## src/rtl/pdm_decimator.sv

```systemverilog
// PDM microphone front end: bit-clock generator plus a 3rd-order CIC decimator to 16-bit PCM.
// Defining PDM_DC_BLOCK_EN adds a DC-blocking stage after saturation (one extra cycle of latency).
module pdm_decimator #(
  parameter int CLK_DIV = 40,
  parameter int DECIM   = 64
) (
  input  logic               clk,
  input  logic               rst,
  input  logic               enable,
  input  logic               mic_data,
  output logic               mic_clk,
  output logic signed [15:0] sample_out,
  output logic               sample_valid
);
  localparam int DIV_W = $clog2(CLK_DIV);
  localparam int CNT_W = $clog2(DECIM);
  localparam int W     = 2 + 3 * CNT_W;
  localparam int SW    = (W > 17) ? W : 17;
  localparam int SHR   = (W > 17) ? W - 17 : 0;
  localparam int SHL   = (W > 17) ? 0 : 17 - W;

  typedef logic signed [W-1:0]  acc_t;
  typedef logic signed [SW-1:0] scl_t;

  localparam scl_t SAT_MAX = scl_t'(32767);
  localparam scl_t SAT_MIN = scl_t'(-32768);

  logic [DIV_W-1:0]   div_cnt_q, div_cnt_d;
  logic               mic_clk_q, mic_clk_d;
  logic [CNT_W-1:0]   bit_cnt_q, bit_cnt_d;
  acc_t               int1_q, int1_d, int2_q, int2_d, int3_q, int3_d;
  acc_t               lat_q, lat_d, lat_prev_q, lat_prev_d;
  acc_t               c1_q, c1_d, c1_prev_q, c1_prev_d;
  acc_t               c2_q, c2_d, c2_prev_q, c2_prev_d;
  logic [2:0]         pipe_q, pipe_d;
  logic [1:0]         settle_q, settle_d;
  logic signed [15:0] sample_q, sample_d;
  logic               valid_q, valid_d;

  logic               capture, emit;
  acc_t               in_bit, c3;
  scl_t               scaled;
  logic signed [15:0] sat;

`ifdef PDM_DC_BLOCK_EN
  logic signed [15:0] dc_x_q, dc_x_d;
  logic               dc_vld_q, dc_vld_d;
  logic signed [17:0] dc_xp_q, dc_xp_d, dc_yp_q, dc_yp_d;
  logic signed [19:0] dc_sum;
`endif

  always_comb begin
    // NOTE: every _d starts as its _q (or 0 for strobes) so no path leaves a signal unassigned and infers a latch.
    div_cnt_d  = div_cnt_q;
    mic_clk_d  = mic_clk_q;
    bit_cnt_d  = bit_cnt_q;
    int1_d     = int1_q;
    int2_d     = int2_q;
    int3_d     = int3_q;
    lat_d      = lat_q;
    lat_prev_d = lat_prev_q;
    c1_d       = c1_q;
    c1_prev_d  = c1_prev_q;
    c2_d       = c2_q;
    c2_prev_d  = c2_prev_q;
    settle_d   = settle_q;
    sample_d   = sample_q;
    valid_d    = 1'b0;
    emit       = 1'b0;

    capture   = (div_cnt_q == DIV_W'(CLK_DIV - 1));
    in_bit    = mic_data ? acc_t'(1) : '1;
    div_cnt_d = capture ? '0 : div_cnt_q + DIV_W'(1);
    mic_clk_d = (div_cnt_d >= DIV_W'(CLK_DIV / 2));
    pipe_d    = {pipe_q[1:0], 1'b0};

    if (capture) begin
      int1_d    = int1_q + in_bit;
      int2_d    = int2_q + int1_d;
      int3_d    = int3_q + int2_d;
      bit_cnt_d = bit_cnt_q + CNT_W'(1);
      if (bit_cnt_q == '1) begin
        lat_d     = int3_d;
        pipe_d[0] = 1'b1;
      end
    end

    // Comb chain at the decimated rate: one stage per cycle behind the latched integrator.
    if (pipe_q[0]) begin
      c1_d       = lat_q - lat_prev_q;
      lat_prev_d = lat_q;
    end
    if (pipe_q[1]) begin
      c2_d      = c1_q - c1_prev_q;
      c1_prev_d = c1_q;
    end

    c3     = c2_q - c2_prev_q;
    scaled = (scl_t'(c3) <<< SHL) >>> SHR;
    if (scaled > SAT_MAX)      sat = 16'sh7fff;
    else if (scaled < SAT_MIN) sat = 16'sh8000;
    else                       sat = $signed(scaled[15:0]);

    // The first three decimated samples still carry the filter's start-up transient.
    if (pipe_q[2]) begin
      c2_prev_d = c2_q;
      if (settle_q == 2'd3) emit = 1'b1;
      else                  settle_d = settle_q + 2'd1;
    end

`ifdef PDM_DC_BLOCK_EN
    dc_x_d   = dc_x_q;
    dc_xp_d  = dc_xp_q;
    dc_yp_d  = dc_yp_q;
    dc_vld_d = emit;
    dc_sum   = '0;
    if (emit) dc_x_d = sat;
    if (dc_vld_q) begin
      dc_sum  = 20'(dc_x_q) - 20'(dc_xp_q) + 20'(dc_yp_q) - 20'(dc_yp_q >>> 8);
      dc_xp_d = 18'(dc_x_q);
      if (dc_sum > 20'sd131071)       dc_yp_d = 18'sh1ffff;
      else if (dc_sum < -20'sd131072) dc_yp_d = 18'sh20000;
      else                            dc_yp_d = dc_sum[17:0];
      if (dc_sum > 20'sd32767)        sample_d = 16'sh7fff;
      else if (dc_sum < -20'sd32768)  sample_d = 16'sh8000;
      else                            sample_d = dc_sum[15:0];
      valid_d = 1'b1;
    end
`else
    if (emit) begin
      sample_d = sat;
      valid_d  = 1'b1;
    end
`endif

    // Disabling drops any partial frame and any sample in flight; only the last output is kept.
    if (!enable) begin
      div_cnt_d  = '0;
      mic_clk_d  = 1'b0;
      bit_cnt_d  = '0;
      int1_d     = '0;
      int2_d     = '0;
      int3_d     = '0;
      lat_d      = '0;
      lat_prev_d = '0;
      c1_d       = '0;
      c1_prev_d  = '0;
      c2_d       = '0;
      c2_prev_d  = '0;
      pipe_d     = '0;
      settle_d   = '0;
      sample_d   = sample_q;
      valid_d    = 1'b0;
`ifdef PDM_DC_BLOCK_EN
      dc_x_d     = '0;
      dc_xp_d    = '0;
      dc_yp_d    = '0;
      dc_vld_d   = 1'b0;
`endif
    end
  end

  // NOTE: state is updated only with non-blocking assignments so all flops see pre-edge values.
  always_ff @(posedge clk) begin
    // NOTE: reset clears the whole datapath, filter state included, so no pre-reset data reaches the output.
    if (rst) begin
      div_cnt_q  <= '0;
      mic_clk_q  <= 1'b0;
      bit_cnt_q  <= '0;
      int1_q     <= '0;
      int2_q     <= '0;
      int3_q     <= '0;
      lat_q      <= '0;
      lat_prev_q <= '0;
      c1_q       <= '0;
      c1_prev_q  <= '0;
      c2_q       <= '0;
      c2_prev_q  <= '0;
      pipe_q     <= '0;
      settle_q   <= '0;
      sample_q   <= '0;
      valid_q    <= 1'b0;
`ifdef PDM_DC_BLOCK_EN
      dc_x_q     <= '0;
      dc_xp_q    <= '0;
      dc_yp_q    <= '0;
      dc_vld_q   <= 1'b0;
`endif
    end else begin
      div_cnt_q  <= div_cnt_d;
      mic_clk_q  <= mic_clk_d;
      bit_cnt_q  <= bit_cnt_d;
      int1_q     <= int1_d;
      int2_q     <= int2_d;
      int3_q     <= int3_d;
      lat_q      <= lat_d;
      lat_prev_q <= lat_prev_d;
      c1_q       <= c1_d;
      c1_prev_q  <= c1_prev_d;
      c2_q       <= c2_d;
      c2_prev_q  <= c2_prev_d;
      pipe_q     <= pipe_d;
      settle_q   <= settle_d;
      sample_q   <= sample_d;
      valid_q    <= valid_d;
`ifdef PDM_DC_BLOCK_EN
      dc_x_q     <= dc_x_d;
      dc_xp_q    <= dc_xp_d;
      dc_yp_q    <= dc_yp_d;
      dc_vld_q   <= dc_vld_d;
`endif
    end
  end

  assign mic_clk      = mic_clk_q;
  assign sample_out   = sample_q;
  assign sample_valid = valid_q;
endmodule
```

## config.mk

```make
export PLATFORM = sky130hd
export DESIGN_NAME = pdm_decimator
export DESIGN_NICKNAME = d
export VERILOG_FILES = /design/src/rtl/pdm_decimator.sv
export SDC_FILE = /design/constraint.sdc
export NUM_CORES = 1
export LEC_CHECK = 0
export BUFFER_PORTS_ARGS = -buffer_cell sky130_fd_sc_hd__buf_2
export CORE_ASPECT_RATIO = 0.5
export CORE_UTILIZATION = 55
export CTS_BUF_LIST = sky130_fd_sc_hd__clkbuf_4 sky130_fd_sc_hd__clkbuf_8 sky130_fd_sc_hd__clkbuf_16
export CTS_CLUSTER_SIZE = 10
export DETAILED_ROUTE_END_ITERATION = 7
export PLACE_DENSITY = 0.68
export SLEW_MARGIN = 20
export SYNTH_ARGS = -nofsm -noshare
export SYNTH_HDL_FRONTEND = slang
export SYNTH_SLANG_ARGS = --single-unit
```

## constraint.sdc

```tcl
create_clock -name clk -period 7.88 [get_ports clk]
set_clock_uncertainty 0.05 [all_clocks]
set_input_delay 1.576 -clock clk [delete_from_list [all_inputs] [get_ports clk]]
set_output_delay 1.576 -clock clk [all_outputs]
set_load 0.05 [all_outputs]
```

# ---- Word level (Yosys, flattened, before mapping)
# Index checks and enable logic that the tools add are counted.
dict set report classes {
  addsub 9
  multipliers 0
  n_div 0
  n_lt_le_gt_ge 3
  n_eq_ne 3
  shifts 0
  mux 8
  n_bitwise 3
  reduce_logical 5
}
# op n
set ops {}
lappend ops {{$add 20x20->20} 3}
lappend ops {{$sub 20x20->20} 3}
lappend ops {{$mux 16} 2}
lappend ops {{$mux 20} 1}
lappend ops {{$gt 17x16->1 const B} 1}
lappend ops {{$lt 17x16->1 const B} 1}
lappend ops {{$add 6x1->6 const B} 2}
lappend ops {{$eq 6x6->1 const B} 2}
lappend ops {{$ge 6x5->1 const B} 1}
lappend ops {{$mux 6} 1}
lappend ops {{$reduce_and 2->1} 3}
lappend ops {{$mux 1} 4}
lappend ops {{$not 1->1} 3}
lappend ops {{$reduce_or 3->1} 1}
lappend ops {{$add 2x1->2 const B} 1}
lappend ops {{$eq 2x2->1 const B} 1}
lappend ops {{$reduce_or 2->1} 1}
dict set report word_totals {
  register_bits 215
  latchBits 0
  mem_bits_rw 0
  romBits 0
  in_bits 4
  out_inout_bits 18
  word_cells 48
  n_memories 0
}

# ---- Longest topological paths before layout
dict set report depth {
  ltp_word 4
  mapped_depth 28
  depth_no_buf 28
}

# ---- Least setup slack after synthesis
# No wires, ideal clock.
dict set report synth_timing {
  kind {input port to flip-flop}
  start {input port mic_data}
  end {register int3_q[19]}
  setup_ns 0.070
  arrival_ns 6.805
  t_required_ns 7.760
  slack_ns 0.955
  cell_stages 28
  n_path_buf 0
  path_cell_list {inv_1 ha_1 nor2b_1 o21ai_0 a21boi_0 o21ai_0 nand2_1 a21o_1 a21oi_1 xnor2_1 ha_1 a21o_1 a21o_1 a41oi_1 nor2b_1 nor2_1 o21ai_0 xor2_1 ha_1 nand3_1 nand2b_1 o21ai_0 o31a_1 o41ai_1 o21a_1 xor2_1 or3_1 a21oi_1}
}
dict set report synth_between {
  elab_chain_cells 4
}
# item line_no
set synth_lines {}
lappend synth_lines {{from (decl)} 10} ;# input logic mic_data,
lappend synth_lines {{$mux 20} 72} ;# in_bit = mic_data ? acc_t'(1) : '1;
lappend synth_lines {{$add 20x20->20} 78} ;# int1_d = int1_q + in_bit;
lappend synth_lines {{$add 20x20->20} 79} ;# int2_d = int2_q + int1_d;
lappend synth_lines {{$add 20x20->20} 80} ;# int3_d = int3_q + int2_d;
lappend synth_lines {{to (signal assigned)} 195} ;# int3_q <= int3_d;
lappend synth_lines {{to (decl)} 31} ;# acc_t int1_q, int1_d, int2_q, int2_d, int3_q, int3_d;
# No other way between the ends.
# A chain may end at the register's enable or synchronous reset.

# ---- Worst setup path in the final report
# Ends and elaborated chain as after synthesis.

==> flow_summary.toml <==
[layout]
nFillCells = 2035
antenna_cells = 0
fin_area_sq_um = 13800
multi_input_area_sq_um = 7930
drive_above_1_share = 0.0519
final_cell_mix = "dfxtp_1 (213), nor2_1 (192), nand2_1 (174)"
final-seq-area_sq_um = 4310
fin_nets = 1668
syn2layout_area_growth_pct = 7.83
mostFrequentLayoutCell = "dfxtp_1"

[power]
power_frac_comb = 0.039
leakagePower_uw = 0.00533
clkPwrFrac = 0.463
sw_frac_of_total = 0.223
power.internal_uw = 1700
ir_drop_mv = 0.128
p_per_area_nw_per_um2 = 158
p_switching_uw = 488
seqPwrFrac = 0.498

[floorplanning]
io_pins = 22
die_y_um = 110
die-area_sq_um = 23900
rows = 39
core_sq_um = 22800
initial_core_util = 0.561
die_x_um = 218

[global_route]
grt_pass1_wl_um = 43700
overflow = 0
grt_pass1_vias = 9479
grt_max_degree = 78
track_usage = 0.218
antenna_found_initial = 0

[sta]
setup_viol = 0
hold_violations = 0
tightest_slew_ns = 0.984
slew_viol_final = 0
period_needed_ns = 7.12
rsz0062_at_grt = "false"
layout_worst_path_cycle_share = 0.904
fmax_ghz = 0.140
slew_headroom = 0.342
fin_setup_tns_ns = 0

[setup_path]
worstSetupEndpointType = "flop"
worstSetupPathType = "input pin to flop"
worstPathRequired_ns = 8.29
cp_top_family = "compound AO/OA/AOI/OAI gates"
path_buf_inv = 2
startpoint = "mic_data"
cp_common_cell = "o21ai_0"
crit_slowest_cell = "o41ai_1"
worstPathArrival_ns = 7.53
crit_fanout = 10
slowest_delay_ns = 0.79
regToRegStartpoint = "int1_q[0]$_SDFFE_PP0P_"
cp-start-kind = "input pin"

[synth]
syn-num-nets = 1673
async_reset_ff_frac = 0
synth_area_per_cell_sq_um = 8.30
synthMuxAreaShare = 0.0711
synth_enable_flop_cells = 0
synth_top_family_by_area = "simple AND/OR/NAND/NOR gates"
synthSimpleGateAreaFrac = 0.174
synth-adder-area-share = 0.137
synth-compound-area-share = 0.160
synthDistinctLibCells = 62
yosys_warnings = 0
synth_xor_area_frac = 0.0768
synthFlopType = "dfxtp_1"
ys_ff_latch = 215
synth_seq_area_share = 0.336
synthCells = 1544
syn_area_sq_um = 12800

[cts]
clockRootBuffer = "clkbuf_16"
cts.hold.buffers_added = 0
clock_sinks = 215
post-cts-setup-buffers = 0
htree_levels = 1
clock_path_buffers = 3
numCtsBuffers = 25
cts-resized-gates = 0
insertion_delay_ns = 0.53
cts_tree = "done"
clk_pin_slew_ns = 0.06

[placement]
hpwl_um = 18200
placed_cell_area_sq_um = 13100
io_buffers = 21
place_congestion = 0.875

[detailed_routing]
drt_iter0_drc = 412
final_antenna_net_count = 0
drcViolationCount = 0
vias = 10200
routedWlPerCell_um = 14.0
dr.pass1.iters = 5
wl_um = 25900
viasPerCell = 5.52

[min_path]
hold_class = "flop to flop"
holdCritStartpoint = "int1_q[18]$_SDFFE_PP0P_"

[flow_run]
maxCapViolCount = 0

[outcome]
status = "complete, no violations"
==> worst paths after layout <==
check	depth (start not counted)	end	slack, ns
max reg2reg	24	int3_q[19]$_SDFFE_PP0P_	1.83
min	2	int1_q[18]$_SDFFE_PP0P_	0.40
min reg2reg	2	int1_q[18]$_SDFFE_PP0P_	0.40
max	25	int3_q[19]$_SDFFE_PP0P_	0.76
==> registers in the layout, summed over array words and instances (netlist names), 2 cells and up <==
register    flops
bit_cnt_q       6
c1_prev_q      20
c1_q           20
c2_prev_q      20
c2_q           20
div_cnt_q       6
int1_q         20
int2_q         20
int3_q         20
lat_prev_q     20
lat_q          20
pipe_q          3
sample_out     16
settle_q        2
==> cell families after synthesis <==
group           after synthesis
buf+inv                     154
flops                       215
xor+xnor                    109
fa+ha+maj                   140
mux                          91
compound gates              323
simple gates                512
==> final cells by class <==
cell class,instances,share of cell area
multi-input combinational,1175,0.574
clock buffer,28,0.0478
timing repair buffer,30,0.0125
tap,307,0.0278
sequential,215,0.312
inverter,92,0.0250
clock inverter,1,0.000634
==> power groups by stage <==
stage	Clock [uW]	Combinational [uW]	Sequential (uW)
3_3_place_gp	0	80.6	1110
5_1_grt	1080	94.3	1090
2_1_floorplan	0	64.6	1110
4_1_cts	1040	84.5	1090
6_report	1010	85.1	1090
3_5_place_dp	0	84.0	1110
==> cell usage after synthesis (3+ instances only) <==
| master | count | area share |
|---|---|---|
| a21o_1 | 35 | 0.021 |
| maj3_1 | 15 | 0.012 |
| o21bai_1 | 11 | 0.0064 |
| nand2_1 | 174 | 0.051 |
| nor3_1 | 31 | 0.012 |
| or3_1 | 11 | 0.0054 |
| a2111oi_0 | 4 | 0.0027 |
| inv_1 | 92 | 0.027 |
| a211o_1 | 4 | 0.0027 |
| a31oi_1 | 7 | 0.0034 |
| buf_1 | 10 | 0.0029 |
| o21ai_0 | 42 | 0.016 |
| nor2b_1 | 23 | 0.011 |
| nor2_1 | 192 | 0.056 |
| nand4_1 | 11 | 0.0054 |
| xnor2_1 | 78 | 0.053 |
| nand3_1 | 32 | 0.013 |
| a21boi_0 | 4 | 0.0023 |
| and3_1 | 8 | 0.0039 |
| nand3b_1 | 4 | 0.0023 |
| dfxtp_1 | 215 | 0.34 |
| a41oi_1 | 3 | 0.0021 |
| ha_1 | 120 | 0.12 |
| fa_1 | 5 | 0.0078 |
| a31o_2 | 4 | 0.0027 |
| nand2b_1 | 11 | 0.0054 |
| or2_2 | 4 | 0.0020 |
| mux2i_1 | 91 | 0.071 |
| o21a_1 | 18 | 0.011 |
| a211oi_1 | 26 | 0.015 |
| o41ai_1 | 6 | 0.0041 |
| xor2_1 | 29 | 0.020 |
| a21oi_1 | 136 | 0.053 |
| clkbuf_1 | 51 | 0.015 |
| o211ai_1 | 4 | 0.0023 |
==> routing by layer <==
metal	vias to the layer above	global-route usage	routed length [um]
li1	5316	-	-
met1	4670	0.278	12600
met2	163	0.380	11700
met3	43	0.0393	1040
met4	0	0.0619	537
met5	-	0	0
==> stage by stage <==
| stage | hold WS, ns | instances | utilization | power [uW] | setup slack (ns) |
|---|---|---|---|---|---|
| after floorplan | 0.386 | 1544 | - | 1180 | 0.955 |
| after global placement | 0.396 | 1819 | 0.575 | 1190 | 0.531 |
| after detailed placement | 0.400 | 1819 | 0.575 | 1200 | 0.334 |
| after CTS | 0.408 | 1848 | 0.605 | 2210 | 0.871 |
| after global routing | 0.425 | 1848 | 0.605 | 2260 | 0.163 |
| final | 0.403 | 1848 | 0.605 | 2190 | 0.757 |
==> worst register-to-register path, stage by stage, from the launching register on <==
cell	delay [ns]
dfxtp_1	0.40
inv_1	0.12
fa_1	0.45
nor2b_1	0.12
o21ai_0	0.11
a21boi_0	0.26
o21ai_0	0.16
nand2_1	0.13
xnor2_1	0.15
ha_1	0.31
a21oi_1	0.14
a21boi_0	0.13
o41ai_1	0.71
o21ai_0	0.25
xnor2_1	0.32
ha_1	0.33
nand3_1	0.13
nand2b_1	0.11
o21ai_0	0.08
o31a_1	0.30
o41ai_1	0.43
o21a_1	0.25
xor2_1	0.09
or3_1	0.31
a21oi_1	0.14
No activity file was read; power rests on OpenSTA's default activity.
